$ cat src/rtl/ras_spec_ctrl_pkg.sv
// Shared ISA constants, FSM state encoding and checkpoint record for the RAS
// speculation controller.
package ras_spec_ctrl_pkg;

    localparam int XLEN          = 32;
    localparam int RAS_PTR_WIDTH = 4;

    localparam logic [6:0] OP_J_JAL  = 7'b1101111;
    localparam logic [6:0] OP_J_JALR = 7'b1100111;
    localparam logic [4:0] REG_RA    = 5'd1;
    localparam logic [4:0] REG_T0    = 5'd5;

    typedef enum logic [1:0] {
        RSC_IDLE    = 2'd0,
        RSC_RESTORE = 2'd1,
        RSC_HOLD    = 2'd2
    } rsc_state_e;

    typedef struct packed {
        logic [RAS_PTR_WIDTH-1:0] ptr;
        logic [XLEN-1:0]          top;
    } ras_ckpt_t;

    // x1/x5 are the link registers used by the calling convention.
    function automatic logic is_link_reg(input logic [4:0] r);
        return (r == REG_RA) || (r == REG_T0);
    endfunction

endpackage

$ cat src/rtl/ras_ckpt_fifo.sv
// Checkpoint storage for speculative RAS ops: in-order write, head retire and
// truncation of a tag plus everything younger.
module ras_ckpt_fifo
    import ras_spec_ctrl_pkg::*;
#(
    parameter int CKPT_DEPTH = 4,
    parameter int TAG_W      = 2
) (
    input  logic             clk,
    input  logic             reset,
    input  logic             wr_en,
    input  ras_ckpt_t        wr_data,
    input  logic             retire_en,
    input  logic             trunc_en,
    input  logic [TAG_W-1:0] trunc_tag,
    input  logic [TAG_W-1:0] chk_tag,
    input  logic [TAG_W-1:0] rd_tag,
    output ras_ckpt_t        rd_data,
    output logic             chk_live,
    output logic [TAG_W-1:0] wr_idx,
    output logic [TAG_W-1:0] head_idx,
    output logic             full
);

    localparam logic [TAG_W:0] PTR_ONE = (TAG_W+1)'(1);

    logic [TAG_W:0]   wr_ptr_q, wr_ptr_d;
    logic [TAG_W:0]   rd_ptr_q, rd_ptr_d;
    logic [TAG_W:0]   count;
    logic [TAG_W-1:0] chk_off, trunc_off;
    ras_ckpt_t        ckpt_q [CKPT_DEPTH];
    ras_ckpt_t        ckpt_d [CKPT_DEPTH];

    assign wr_idx   = wr_ptr_q[TAG_W-1:0];
    assign head_idx = rd_ptr_q[TAG_W-1:0];
    assign full     = (wr_idx == head_idx) && (wr_ptr_q[TAG_W] != rd_ptr_q[TAG_W]);
    assign count    = wr_ptr_q - rd_ptr_q;
    assign rd_data  = ckpt_q[rd_tag];

    // A tag is live when its distance from the head is below the occupancy.
    assign chk_off   = chk_tag - head_idx;
    assign chk_live  = {1'b0, chk_off} < count;
    assign trunc_off = trunc_tag - head_idx;

    always_comb begin
        wr_ptr_d = wr_ptr_q;
        rd_ptr_d = rd_ptr_q;
        ckpt_d   = ckpt_q;
        if (trunc_en)
            wr_ptr_d = rd_ptr_q + {1'b0, trunc_off};
        else if (wr_en) begin
            wr_ptr_d         = wr_ptr_q + PTR_ONE;
            ckpt_d[wr_idx]   = wr_data;
        end
        if (retire_en)
            rd_ptr_d = rd_ptr_q + PTR_ONE;
    end

    always_ff @(posedge clk or posedge reset) begin
        if (reset) begin
            wr_ptr_q <= '0;
            rd_ptr_q <= '0;
        end else begin
            wr_ptr_q <= wr_ptr_d;
            rd_ptr_q <= rd_ptr_d;
        end
    end

    // Contents are meaningless until written, so no reset on the storage.
    always_ff @(posedge clk) begin
        ckpt_q <= ckpt_d;
    end

endmodule

$ cat src/rtl/ras_spec_ctrl.sv
// RAS speculation controller: classifies calls/returns, drives RAS push/pop,
// checkpoints RAS state and restores it on mispredict. Optional perf counters
// under RAS_SPEC_CTRL_PERF_EN.
module ras_spec_ctrl
    import ras_spec_ctrl_pkg::*;
#(
    parameter int CKPT_DEPTH = 4,
    parameter int TAG_W      = 2
) (
    input  logic                     clk,
    input  logic                     reset,
    input  logic                     f_valid,
    input  logic [6:0]               f_opcode,
    input  logic [4:0]               f_rd,
    input  logic [4:0]               f_rs1,
    input  logic [XLEN-1:0]          f_link_addr,
    output logic                     f_ready,
    output logic [TAG_W-1:0]         f_tag,
    output logic                     f_alloc,
    input  logic [RAS_PTR_WIDTH-1:0] ras_ptr,
    input  logic [XLEN-1:0]          ras_top,
    output logic                     ras_push_en,
    output logic                     ras_pop_en,
    output logic [XLEN-1:0]          ras_push_addr,
    output logic                     ras_restore_en,
    output logic [RAS_PTR_WIDTH-1:0] ras_restore_ptr,
    output logic [XLEN-1:0]          ras_restore_top,
    input  logic                     r_valid,
    input  logic [TAG_W-1:0]         r_tag,
    input  logic                     r_mispredict
`ifdef RAS_SPEC_CTRL_PERF_EN
    ,
    output logic [31:0]              perf_restores,
    output logic [31:0]              perf_full_stalls
`endif
);

    rsc_state_e       state_q, state_d;
    logic [TAG_W-1:0] rst_tag_q, rst_tag_d;

    logic             is_jal, is_jalr, is_call, is_ret, op_req;
    logic             mp_take, retire, accept;
    logic             r_live, full;
    logic [TAG_W-1:0] wr_idx, head_idx;
    ras_ckpt_t        rd_data;

    always_comb begin
        is_jal  = (f_opcode == OP_J_JAL);
        is_jalr = (f_opcode == OP_J_JALR);
        is_call = (is_jal || is_jalr) && is_link_reg(f_rd);
        is_ret  = is_jalr && is_link_reg(f_rs1) && !is_link_reg(f_rd);
        op_req  = f_valid && (is_call || is_ret);
        mp_take = r_valid && r_mispredict && (state_q == RSC_IDLE) && r_live;
        retire  = r_valid && !r_mispredict && r_live && (r_tag == head_idx);
        // A taken mispredict flushes the fetch stream, so nothing is accepted.
        f_ready = (state_q == RSC_IDLE) && !full && !mp_take;
        accept  = op_req && f_ready;
    end

    assign ras_push_en     = accept && is_call;
    assign ras_pop_en      = accept && is_ret;
    assign ras_push_addr   = ras_push_en ? f_link_addr : '0;
    assign f_alloc         = accept;
    assign f_tag           = accept ? wr_idx : '0;
    assign ras_restore_en  = (state_q == RSC_RESTORE);
    assign ras_restore_ptr = ras_restore_en ? rd_data.ptr : '0;
    assign ras_restore_top = ras_restore_en ? rd_data.top : '0;

    ras_ckpt_fifo #(
        .CKPT_DEPTH (CKPT_DEPTH),
        .TAG_W      (TAG_W)
    ) u_fifo (
        .clk       (clk),
        .reset     (reset),
        .wr_en     (accept),
        .wr_data   ({ras_ptr, ras_top}),
        .retire_en (retire),
        .trunc_en  (mp_take),
        .trunc_tag (r_tag),
        .chk_tag   (r_tag),
        .rd_tag    (rst_tag_q),
        .rd_data   (rd_data),
        .chk_live  (r_live),
        .wr_idx    (wr_idx),
        .head_idx  (head_idx),
        .full      (full)
    );

    always_comb begin
        state_d   = state_q;
        rst_tag_d = rst_tag_q;
        case (state_q)
            RSC_IDLE: begin
                if (mp_take) begin
                    state_d   = RSC_RESTORE;
                    rst_tag_d = r_tag;
                end
            end
            RSC_RESTORE: state_d = RSC_HOLD;
            RSC_HOLD:    state_d = RSC_IDLE;
            default:     state_d = RSC_IDLE;
        endcase
    end

    always_ff @(posedge clk or posedge reset) begin
        if (reset) begin
            state_q   <= RSC_IDLE;
            rst_tag_q <= '0;
        end else begin
            state_q   <= state_d;
            rst_tag_q <= rst_tag_d;
        end
    end

`ifdef RAS_SPEC_CTRL_PERF_EN
    logic [31:0] perf_restores_q, perf_restores_d;
    logic [31:0] perf_full_stalls_q, perf_full_stalls_d;

    always_comb begin
        perf_restores_d    = perf_restores_q;
        perf_full_stalls_d = perf_full_stalls_q;
        if (ras_restore_en && !(&perf_restores_q))
            perf_restores_d = perf_restores_q + 32'd1;
        if (op_req && full && !(&perf_full_stalls_q))
            perf_full_stalls_d = perf_full_stalls_q + 32'd1;
    end

    always_ff @(posedge clk or posedge reset) begin
        if (reset) begin
            perf_restores_q    <= '0;
            perf_full_stalls_q <= '0;
        end else begin
            perf_restores_q    <= perf_restores_d;
            perf_full_stalls_q <= perf_full_stalls_d;
        end
    end

    assign perf_restores    = perf_restores_q;
    assign perf_full_stalls = perf_full_stalls_q;
`endif

endmodule

$ cat config.mk
export PLATFORM = sky130hd
export DESIGN_NAME = ras_spec_ctrl
export DESIGN_NICKNAME = d
export VERILOG_FILES = /design/src/rtl/ras_spec_ctrl_pkg.sv /design/src/rtl/ras_ckpt_fifo.sv /design/src/rtl/ras_spec_ctrl.sv
export SDC_FILE = /design/constraint.sdc
export NUM_CORES = 1
export LEC_CHECK = 0
export CAP_MARGIN = 40
export CORE_UTILIZATION = 49
export DETAILED_ROUTE_END_ITERATION = 10
export HOLD_SLACK_MARGIN = 0.1
export PLACE_DENSITY_LB_ADDON = 0.05
export SYNTH_ARGS = -nofsm -noshare
export SYNTH_HDL_FRONTEND = slang
export SYNTH_SLANG_ARGS = --single-unit
$ cat constraint.sdc
create_clock -name clk -period 7.4 [get_ports clk]
set_clock_uncertainty 0.2 [all_clocks]
set_input_delay 1.85 -clock clk [delete_from_list [all_inputs] [get_ports clk]]
set_output_delay 1.85 -clock clk [all_outputs]
set_load 0.01 [all_outputs]
==> results of run 1 <==
==> logic make-up (layout without fill, tap and decap cells) <==
kind of cell               count (synthesis)  in the layout
DFF                                      154            154
and+or+nand+nor                          130            130
buffers and inverters                     41            221
muxes                                     40             40
AOI/OAI and AO/OA                         16             16
adders and majority gates                 12             12
xor gates and xnor gates                   6              6
==> flip-flops by register name (all words and copies together), names as in the netlist <==
| register | cells |
|---|---|
| u_fifo.ckpt_q | 144 |
| u_fifo.wr_ptr_q | 3 |
| rst_tag_q | 2 |
| state_q | 2 |
| u_fifo.rd_ptr_q | 3 |
==> stage by stage <==
step,util (%),cell area [µm²],power [W],std cells,hold slack (ns)
6_report,69.2,9240,0.00277,755,0.273
5_1_grt,69.2,9240,0.00291,755,0.301
4_1_cts,69.2,9240,0.00280,755,0.272
3_5_place_dp,64.6,8620,0.00192,723,0.263
3_3_place_gp,64.4,8600,0.00189,722,0.260
2_1_floorplan,-,6750,0.00162,399,0.226
==> power breakdown <==
part / switching (W) / total (W) / internal (W)
Sequential: 0.0000644 / 0.00104 / 0.000978
Combinational: 0.000406 / 0.000848 / 0.000441
Clock: 0.000344 / 0.000883 / 0.000539
==> final cells by class <==
cell class / count / area (µm²) / area share [%]
Inverter: 13 / 48.8 / 0.528
Clock inverter: 14 / 183 / 1.98
Timing Repair Buffer: 176 / 1750 / 19.0
Clock buffer: 18 / 429 / 4.65
Sequential cell: 154 / 4580 / 49.6
Multi-Input combinational cell: 204 / 2030 / 21.9
Tap cell: 176 / 220 / 2.38
==> per-layer routing <==
layer | vias to the layer above | track usage [%] | routed length (µm) | share of wire [%]
li1 | 1911 | - | - | -
met1 | 2062 | 24.9 | 5730 | 39
met2 | 144 | 40.1 | 7900 | 54
met3 | 14 | 5.46 | 715 | 4.9
met4 | 0 | 8.28 | 243 | 1.7
met5 | - | 0 | 0 | 0
==> worst max-delay path by stage <==
stage | from | to | cells after the start
2_1_floorplan | r_tag[0] | u_fifo.ckpt_q[0] | 10
3_3_place_gp | r_tag[0] | ras_push_addr[30] | 11
3_5_place_dp | r_tag[0] | ras_push_addr[8] | 11
4_1_cts | r_tag[0] | ras_push_addr[8] | 11
5_1_grt | r_tag[0] | ras_push_addr[8] | 11
6_report | r_tag[0] | ras_push_addr[8] | 11
==> cells in the mapped netlist (2+ instances only) <==
master,count,area (µm²)
sky130_fd_sc_hd__ha_1,9,113
sky130_fd_sc_hd__dfrtp_1,10,250
sky130_fd_sc_hd__xnor2_1,4,35.0
sky130_fd_sc_hd__and2_1,36,225
sky130_fd_sc_hd__nor2b_1,2,12.5
sky130_fd_sc_hd__a211oi_1,4,30.0
sky130_fd_sc_hd__clkbuf_1,19,71.3
sky130_fd_sc_hd__buf_2,5,25.0
sky130_fd_sc_hd__nor3b_2,3,37.5
sky130_fd_sc_hd__nor3_2,2,20.0
sky130_fd_sc_hd__edfxtp_1,144,4320
sky130_fd_sc_hd__mux4_2,36,811
sky130_fd_sc_hd__nand2b_1,2,12.5
sky130_fd_sc_hd__nor4_1,36,225
sky130_fd_sc_hd__mux2_2,4,45.0
sky130_fd_sc_hd__nand2_1,36,135
sky130_fd_sc_hd__nor2_1,3,11.3
sky130_fd_sc_hd__buf_6,4,45.0
sky130_fd_sc_hd__inv_1,12,45.0
sky130_fd_sc_hd__xor2_1,2,17.5
sky130_fd_sc_hd__a31oi_1,3,18.8
sky130_fd_sc_hd__fa_1,3,60.1
sky130_fd_sc_hd__o31ai_1,3,22.5
sky130_fd_sc_hd__or4_1,2,15.0
==> run_summary.xml, run 1 <==
<?xml version="1.0" encoding="UTF-8"?>
<metrics>
  <group name="yosys">
    <metric name="ys_types" unit="">39</metric>
    <metric name="synth-seq-area-share" unit="%">67.8</metric>
    <metric name="synth_seq_cells" unit="">154</metric>
    <metric name="yosys-mux-area-fraction" unit="%">12.7</metric>
    <metric name="async_reset_ff_share" unit="%">6.49</metric>
    <metric name="synth_edf_count" unit="">144</metric>
    <metric name="synthesis.instances" unit="">399</metric>
    <metric name="synthesized_area_fraction_occupied_by_xor_and_xnor_cells" unit="%">0.779</metric>
    <metric name="number_of_warnings_reported_in_the_yosys_synthesis_log" unit="">0</metric>
    <metric name="synth-simple-area-share" unit="%">11.4</metric>
    <metric name="syn_avg_cell_area" unit="µm²">16.9</metric>
    <metric name="synth_compound_area_share" unit="%">1.89</metric>
    <metric name="synth_top_family_by_area" unit="">multiplexers</metric>
    <metric name="synthesis.nets" unit="">503</metric>
    <metric name="synth_area" unit="µm²">6740</metric>
    <metric name="fraction_of_the_mapped_netlist_area_in_adder_cells" unit="%">2.56</metric>
    <metric name="synth_flop_cell" unit="">sky130_fd_sc_hd__edfxtp_1</metric>
  </group>
  <group name="sta">
    <metric name="final.period_utilization" unit="%">97.3</metric>
    <metric name="report.final.setup_viol" unit="">0</metric>
    <metric name="final.min_clock_period" unit="ns">7.20</metric>
    <metric name="timing.max_slew.rel_slack" unit="%">50.2</metric>
    <metric name="setup_repair_after_global_routing_missed_its_margin" unit="">false</metric>
    <metric name="timing_worst_slew_pin_value" unit="ns">0.743</metric>
    <metric name="maxSlewViolCount" unit="">0</metric>
    <metric name="fmax" unit="GHz">0.139</metric>
    <metric name="fin_setup_tns" unit="ns">0</metric>
    <metric name="timing.final.ws_setup" unit="ns">0.199</metric>
    <metric name="final_report_hold_violation_count" unit="">0</metric>
  </group>
  <group name="finish">
    <metric name="insertedDiodeCount" unit="">0</metric>
    <metric name="synthesis_to_layout_area_growth" unit="%">36.9</metric>
    <metric name="fraction_of_final_layout_cells_sized_beyond_drive_strength_1" unit="%">17.1</metric>
    <metric name="layout.nets" unit="">670</metric>
    <metric name="mostFrequentLayoutCell" unit="">sky130_fd_sc_hd__clkdlybuf4s50_1</metric>
    <metric name="layout.filler_cells" unit="">918</metric>
    <metric name="layout.cells.most_common_list" unit="">sky130_fd_sc_hd__clkdlybuf4s50_1 (164), sky130_fd_sc_hd__edfxtp_1 (144), sky130_fd_sc_hd__nand2_1 (36), sky130_fd_sc_hd__mux4_2 (36), sky130_fd_sc_hd__and2_1 (36)</metric>
  </group>
  <group name="clocking">
    <metric name="clock_insertion_delay_at_the_later_pin_of_the_skew_report" unit="ns">0.41</metric>
    <metric name="clock_tree.htree_level_count" unit="">4</metric>
    <metric name="cts_resized" unit="">0</metric>
    <metric name="cts_tree" unit="">yes</metric>
    <metric name="post-cts-setup-buffers" unit="">0</metric>
    <metric name="cts_buffers" unit="">17</metric>
    <metric name="clockBufferDepth" unit="">2</metric>
    <metric name="cts.reportedPaths.clkPinSlew" unit="ns">0.06</metric>
    <metric name="clock_sink_count" unit="">154</metric>
    <metric name="cts.root.buffer_cell" unit="">sky130_fd_sc_hd__clkbuf_16</metric>
    <metric name="cts_hold_buf" unit="">0</metric>
  </group>
  <group name="place">
    <metric name="post-place-ws" unit="ns">0.178</metric>
    <metric name="place.gp.congestion" unit="">0.813</metric>
    <metric name="portBuffers" unit="">164</metric>
    <metric name="dp.final_hpwl" unit="µm">9400</metric>
  </group>
  <group name="grt">
    <metric name="grt_use_total" unit="%">22.0</metric>
    <metric name="vias_in_the_first_global_route" unit="">4402</metric>
    <metric name="grt_first_pass_wirelength" unit="µm">23000</metric>
    <metric name="globalRoute.totalOverflow" unit="">0</metric>
    <metric name="antenna_found_initial" unit="">0</metric>
    <metric name="maximum_number_of_pins_on_one_net_before_global_route_repair" unit="">41</metric>
  </group>
  <group name="route">
    <metric name="avgRoutedWirePerCell" unit="µm">19.3</metric>
    <metric name="dr_total_vias" unit="">4131</metric>
    <metric name="totalWireLength" unit="µm">14600</metric>
    <metric name="post-route-drc-count" unit="">0</metric>
    <metric name="detailedRoute.firstIterationViolations" unit="">226</metric>
    <metric name="drt_pre_antenna_iters" unit="">4</metric>
    <metric name="drtAntennaViolNets" unit="">0</metric>
    <metric name="route.detailed.vias_per_inst" unit="">5.47</metric>
  </group>
  <group name="worst_setup_path">
    <metric name="cp_cell_sequence" unit="">clkdlybuf4s50_1, inv_1, ha_1, inv_1, fa_1, ha_1, a211o_1, a21o_2, inv_2, nor4_1, clkdlybuf4s50_1</metric>
    <metric name="critPathMaxFanout" unit="">40</metric>
    <metric name="setup.worst_path.class" unit="">in -&gt; out</metric>
    <metric name="crit_path_top_delay_cell" unit="">sky130_fd_sc_hd__clkdlybuf4s50_1</metric>
    <metric name="arrival" unit="ns">5.15</metric>
    <metric name="cp_data_required_time" unit="ns">5.35</metric>
    <metric name="r2r_setup_slack" unit="ns">3.51</metric>
    <metric name="crit_buf_inv" unit="">5</metric>
    <metric name="worstSetupEndpointType" unit="">output pin</metric>
    <metric name="critical_path.reg2reg.startpoint" unit="">u_fifo.wr_ptr_q[0]</metric>
    <metric name="critical_path.max_stage_delay" unit="ns">0.52</metric>
    <metric name="critical_path.reg2reg.endpoint" unit="">u_fifo.ckpt_q[6]</metric>
    <metric name="timing.critical_path.from_type" unit="">input port</metric>
    <metric name="worst_path_dominant_cell_family" unit="">buffers and inverters</metric>
    <metric name="timing.reg2reg.worst_path_depth" unit="">12</metric>
  </group>
  <group name="floorplanning">
    <metric name="fp.dieArea" unit="µm²">14200</metric>
    <metric name="coreArea" unit="µm²">13300</metric>
    <metric name="ios" unit="">167</metric>
    <metric name="die_x" unit="µm">119</metric>
    <metric name="floorplan.rows" unit="">42</metric>
    <metric name="floorplan.initialDensity" unit="%">50.5</metric>
    <metric name="die_h" unit="µm">119</metric>
  </group>
  <group name="worst_hold_path">
    <metric name="whs_path_depth" unit="">1</metric>
    <metric name="hold_class" unit="">reg -&gt; reg</metric>
    <metric name="hp-start" unit="">state_q[1]</metric>
    <metric name="min_delay_worst_endpoint" unit="">state_q[1]</metric>
  </group>
  <group name="outcome">
    <metric name="result_of_the_run" unit="">completed</metric>
  </group>
  <group name="pwr">
    <metric name="power.leakage" unit="nW">3.02</metric>
    <metric name="pwr_density_cell" unit="nW/µm²">300</metric>
    <metric name="vdd.ir_drop.worst" unit="mV">0.155</metric>
  </group>
  <group name="job">
    <metric name="cap_violations" unit="">0</metric>
  </group>
</metrics>
Power figures use the tool's default switching activity.
==> run 2, diff against run 1 <==
CORE_MARGIN = 5   (was not set)
==> run 2 against run 1 <==
- utilization is 0.40 points lower
- via count is 0.56% lower
- cell count stayed put
- critical path depth stayed put
- hold slack better by 0.018 ns
- flip-flop and latch count stayed put
- fmax is 1.4% higher
- design area is 0.58% lower
- register-to-register slack better by 0.15 ns
- clock-buffer cell count stayed put
==> run_summary.xml, run 2 (synthesis results as in run 1) <==
<?xml version="1.0" encoding="UTF-8"?>
<metrics>
  <group name="worst_setup_path">
    <metric name="timing.critical_path.from_type" unit="">input port</metric>
    <metric name="r2r_setup_slack" unit="ns">3.66</metric>
    <metric name="critPathMaxFanout" unit="">39</metric>
    <metric name="critical_path.reg2reg.endpoint" unit="">u_fifo.ckpt_q[65]</metric>
    <metric name="worstSetupEndpointType" unit="">output pin</metric>
    <metric name="setup.worst_path.class" unit="">in -&gt; out</metric>
    <metric name="timing.reg2reg.worst_path_depth" unit="">12</metric>
    <metric name="cp_data_required_time" unit="ns">5.35</metric>
    <metric name="arrival" unit="ns">5.05</metric>
    <metric name="critical_path.reg2reg.startpoint" unit="">u_fifo.wr_ptr_q[0]</metric>
  </group>
  <group name="clocking">
    <metric name="clock_insertion_delay_at_the_later_pin_of_the_skew_report" unit="ns">0.41</metric>
    <metric name="clock_tree.htree_level_count" unit="">4</metric>
    <metric name="clockBufferDepth" unit="">2</metric>
    <metric name="cts_tree" unit="">yes</metric>
    <metric name="cts.reportedPaths.clkPinSlew" unit="ns">0.06</metric>
    <metric name="clock_sink_count" unit="">154</metric>
    <metric name="post-cts-setup-buffers" unit="">0</metric>
    <metric name="cts_buffers" unit="">17</metric>
    <metric name="cts.root.buffer_cell" unit="">sky130_fd_sc_hd__clkbuf_16</metric>
  </group>
  <group name="pwr">
    <metric name="clock_power_share" unit="%">30.3</metric>
    <metric name="vdd.ir_drop.worst" unit="mV">0.192</metric>
    <metric name="internal_power" unit="W">0.00188</metric>
    <metric name="power.leakage" unit="nW">3.00</metric>
    <metric name="seq_power_share" unit="%">38.9</metric>
    <metric name="power.share.combinational" unit="%">30.8</metric>
    <metric name="switching_power" unit="W">0.000803</metric>
    <metric name="pwr_density_cell" unit="nW/µm²">292</metric>
    <metric name="sw_frac_of_total" unit="%">30.0</metric>
  </group>
  <group name="sta">
    <metric name="fin_setup_tns" unit="ns">0</metric>
    <metric name="report.final.setup_viol" unit="">0</metric>
    <metric name="fmax" unit="GHz">0.141</metric>
    <metric name="setup_repair_after_global_routing_missed_its_margin" unit="">false</metric>
    <metric name="maxSlewViolCount" unit="">0</metric>
    <metric name="final_report_hold_violation_count" unit="">0</metric>
    <metric name="final.period_utilization" unit="%">96.0</metric>
    <metric name="timing.max_slew.rel_slack" unit="%">57.4</metric>
    <metric name="final.min_clock_period" unit="ns">7.10</metric>
    <metric name="timing_worst_slew_pin_value" unit="ns">0.639</metric>
  </group>
  <group name="route">
    <metric name="detailedRoute.firstIterationViolations" unit="">186</metric>
    <metric name="route.detailed.vias_per_inst" unit="">5.44</metric>
    <metric name="avgRoutedWirePerCell" unit="µm">19.5</metric>
    <metric name="drt_pre_antenna_iters" unit="">4</metric>
    <metric name="drtAntennaViolNets" unit="">0</metric>
    <metric name="totalWireLength" unit="µm">14700</metric>
    <metric name="dr_total_vias" unit="">4108</metric>
    <metric name="post-route-drc-count" unit="">0</metric>
  </group>
  <group name="grt">
    <metric name="grt_first_pass_wirelength" unit="µm">23100</metric>
    <metric name="vias_in_the_first_global_route" unit="">4468</metric>
    <metric name="antenna_found_initial" unit="">0</metric>
    <metric name="maximum_number_of_pins_on_one_net_before_global_route_repair" unit="">43</metric>
    <metric name="globalRoute.totalOverflow" unit="">0</metric>
    <metric name="grt_use_total" unit="%">19.1</metric>
  </group>
  <group name="floorplanning">
    <metric name="floorplan.rows" unit="">42</metric>
    <metric name="ios" unit="">167</metric>
    <metric name="floorplan.initialDensity" unit="%">50.5</metric>
    <metric name="die_h" unit="µm">127</metric>
    <metric name="fp.dieArea" unit="µm²">16200</metric>
    <metric name="coreArea" unit="µm²">13300</metric>
    <metric name="die_x" unit="µm">127</metric>
  </group>
  <group name="worst_hold_path">
    <metric name="hold_class" unit="">reg -&gt; reg</metric>
    <metric name="whs_path_depth" unit="">1</metric>
    <metric name="min_delay_worst_endpoint" unit="">state_q[1]</metric>
    <metric name="hp-start" unit="">state_q[1]</metric>
  </group>
  <group name="finish">
    <metric name="mostFrequentLayoutCell" unit="">sky130_fd_sc_hd__clkdlybuf4s50_1</metric>
    <metric name="layout.filler_cells" unit="">944</metric>
    <metric name="synthesis_to_layout_area_growth" unit="%">36.1</metric>
    <metric name="largest_register_ff_count" unit="">144</metric>
    <metric name="final_cell_count_no_fill" unit="">755</metric>
    <metric name="fraction_of_final_layout_cells_sized_beyond_drive_strength_1" unit="%">16.9</metric>
    <metric name="layout.nets" unit="">670</metric>
    <metric name="layout.cells.most_common_list" unit="">sky130_fd_sc_hd__clkdlybuf4s50_1 (164), sky130_fd_sc_hd__edfxtp_1 (144), sky130_fd_sc_hd__nand2_1 (36), sky130_fd_sc_hd__mux4_2 (36), sky130_fd_sc_hd__and2_1 (36)</metric>
    <metric name="insertedDiodeCount" unit="">0</metric>
    <metric name="regMostFlops" unit="">u_fifo.ckpt_q</metric>
    <metric name="sequential_cell_area" unit="µm²">4580</metric>
    <metric name="reg.largest.list" unit="">u_fifo.ckpt_q (144), u_fifo.rd_ptr_q (3), u_fifo.wr_ptr_q (3)</metric>
    <metric name="multiInputGateArea" unit="µm²">2030</metric>
    <metric name="fin_util" unit="%">68.8</metric>
  </group>
  <group name="place">
    <metric name="dp.cells" unit="">723</metric>
    <metric name="dp.final_hpwl" unit="µm">9870</metric>
    <metric name="portBuffers" unit="">164</metric>
    <metric name="place.gp.congestion" unit="">0.795</metric>
  </group>
  <group name="job">
    <metric name="cap_violations" unit="">0</metric>
  </group>
  <group name="outcome">
    <metric name="result_of_the_run" unit="">completed</metric>
  </group>
</metrics>
[run 2: cell types whose count changed in the layout (fill, tap and decap cells not counted), sizes merged]
cell,change
clkinv,+2
clkinvlp,-1
bufinv,-2
inv,+1
[run 2: worst max-delay path by stage]
stage	from	endpoint	slack (ns)	cells past startpoint
after floorplan	r_tag[0]	u_fifo.ckpt_q[0]	1.19	10
after global placement	r_tag[0]	ras_push_addr[17]	0.16	11
after detailed placement	r_tag[0]	ras_push_addr[17]	0.14	11
after CTS	r_tag[0]	ras_push_addr[17]	0.13	11
after global routing	r_tag[0]	ras_push_addr[17]	0.12	11
final	r_tag[0]	ras_push_addr[17]	0.30	11
[run 2: metrics by stage]
| stage | total power [W] | area (µm²) | hold WS (ns) | worst slack (ns) |
|---|---|---|---|---|
| floorplan | 0.00162 | 6750 | 0.226 | 1.19 |
| global placement | 0.00188 | 8600 | 0.258 | 0.165 |
| detailed placement | 0.00190 | 8620 | 0.271 | 0.137 |
| CTS | 0.00271 | 9180 | 0.287 | 0.129 |
| global route | 0.00284 | 9180 | 0.308 | 0.118 |
| finish | 0.00268 | 9180 | 0.290 | 0.297 |
[run 2: per-layer routing]
layer / routed length, µm / GRT usage [%] / part of all wire (%) / up-vias
li1: - / - / - / 1908
met1: 5510 / 21.5 / 37 / 2015
met2: 7560 / 33.1 / 51 / 167
met3: 1350 / 7.10 / 9.1 / 18
met4: 293 / 7.26 / 2.0 / 0
met5: 0 / 0 / 0 / -
[run 2: critical path, stage by stage]
cell	delay, ns
sky130_fd_sc_hd__clkdlybuf4s50_1	0.48
sky130_fd_sc_hd__inv_1	0.06
sky130_fd_sc_hd__ha_1	0.19
sky130_fd_sc_hd__inv_1	0.10
sky130_fd_sc_hd__fa_1	0.45
sky130_fd_sc_hd__ha_1	0.29
sky130_fd_sc_hd__a211o_1	0.21
sky130_fd_sc_hd__a21o_2	0.24
sky130_fd_sc_hd__inv_4	0.16
sky130_fd_sc_hd__nor4_1	0.40
sky130_fd_sc_hd__clkdlybuf4s50_1	0.61
[run 2: timing repair]
item,CTS,global route
endpoints found under the setup margin,0,1
hold endpoints to repair,0,0
hold buffers,0,0
gates resized for setup,0,2
[run 2: area by class of cell]
class,instances,area share (%)
flip-flops and latches,154,49.9
multi-input cells,204,22.1
repair buffers,176,19.0
clock buffers,18,4.67
well taps,176,2.40
clock inverters,14,1.46
inverters,13,0.559
[run 2: power by group through the flow]
stage | sequential, W | clock (W) | combinational, W
after floorplan | 0.00102 | 0 | 0.000604
after global placement | 0.00110 | 0 | 0.000778
after global routing | 0.00105 | 0.000876 | 0.000912
after CTS | 0.00105 | 0.000828 | 0.000840
final | 0.00104 | 0.000812 | 0.000826
after detailed placement | 0.00106 | 0 | 0.000837
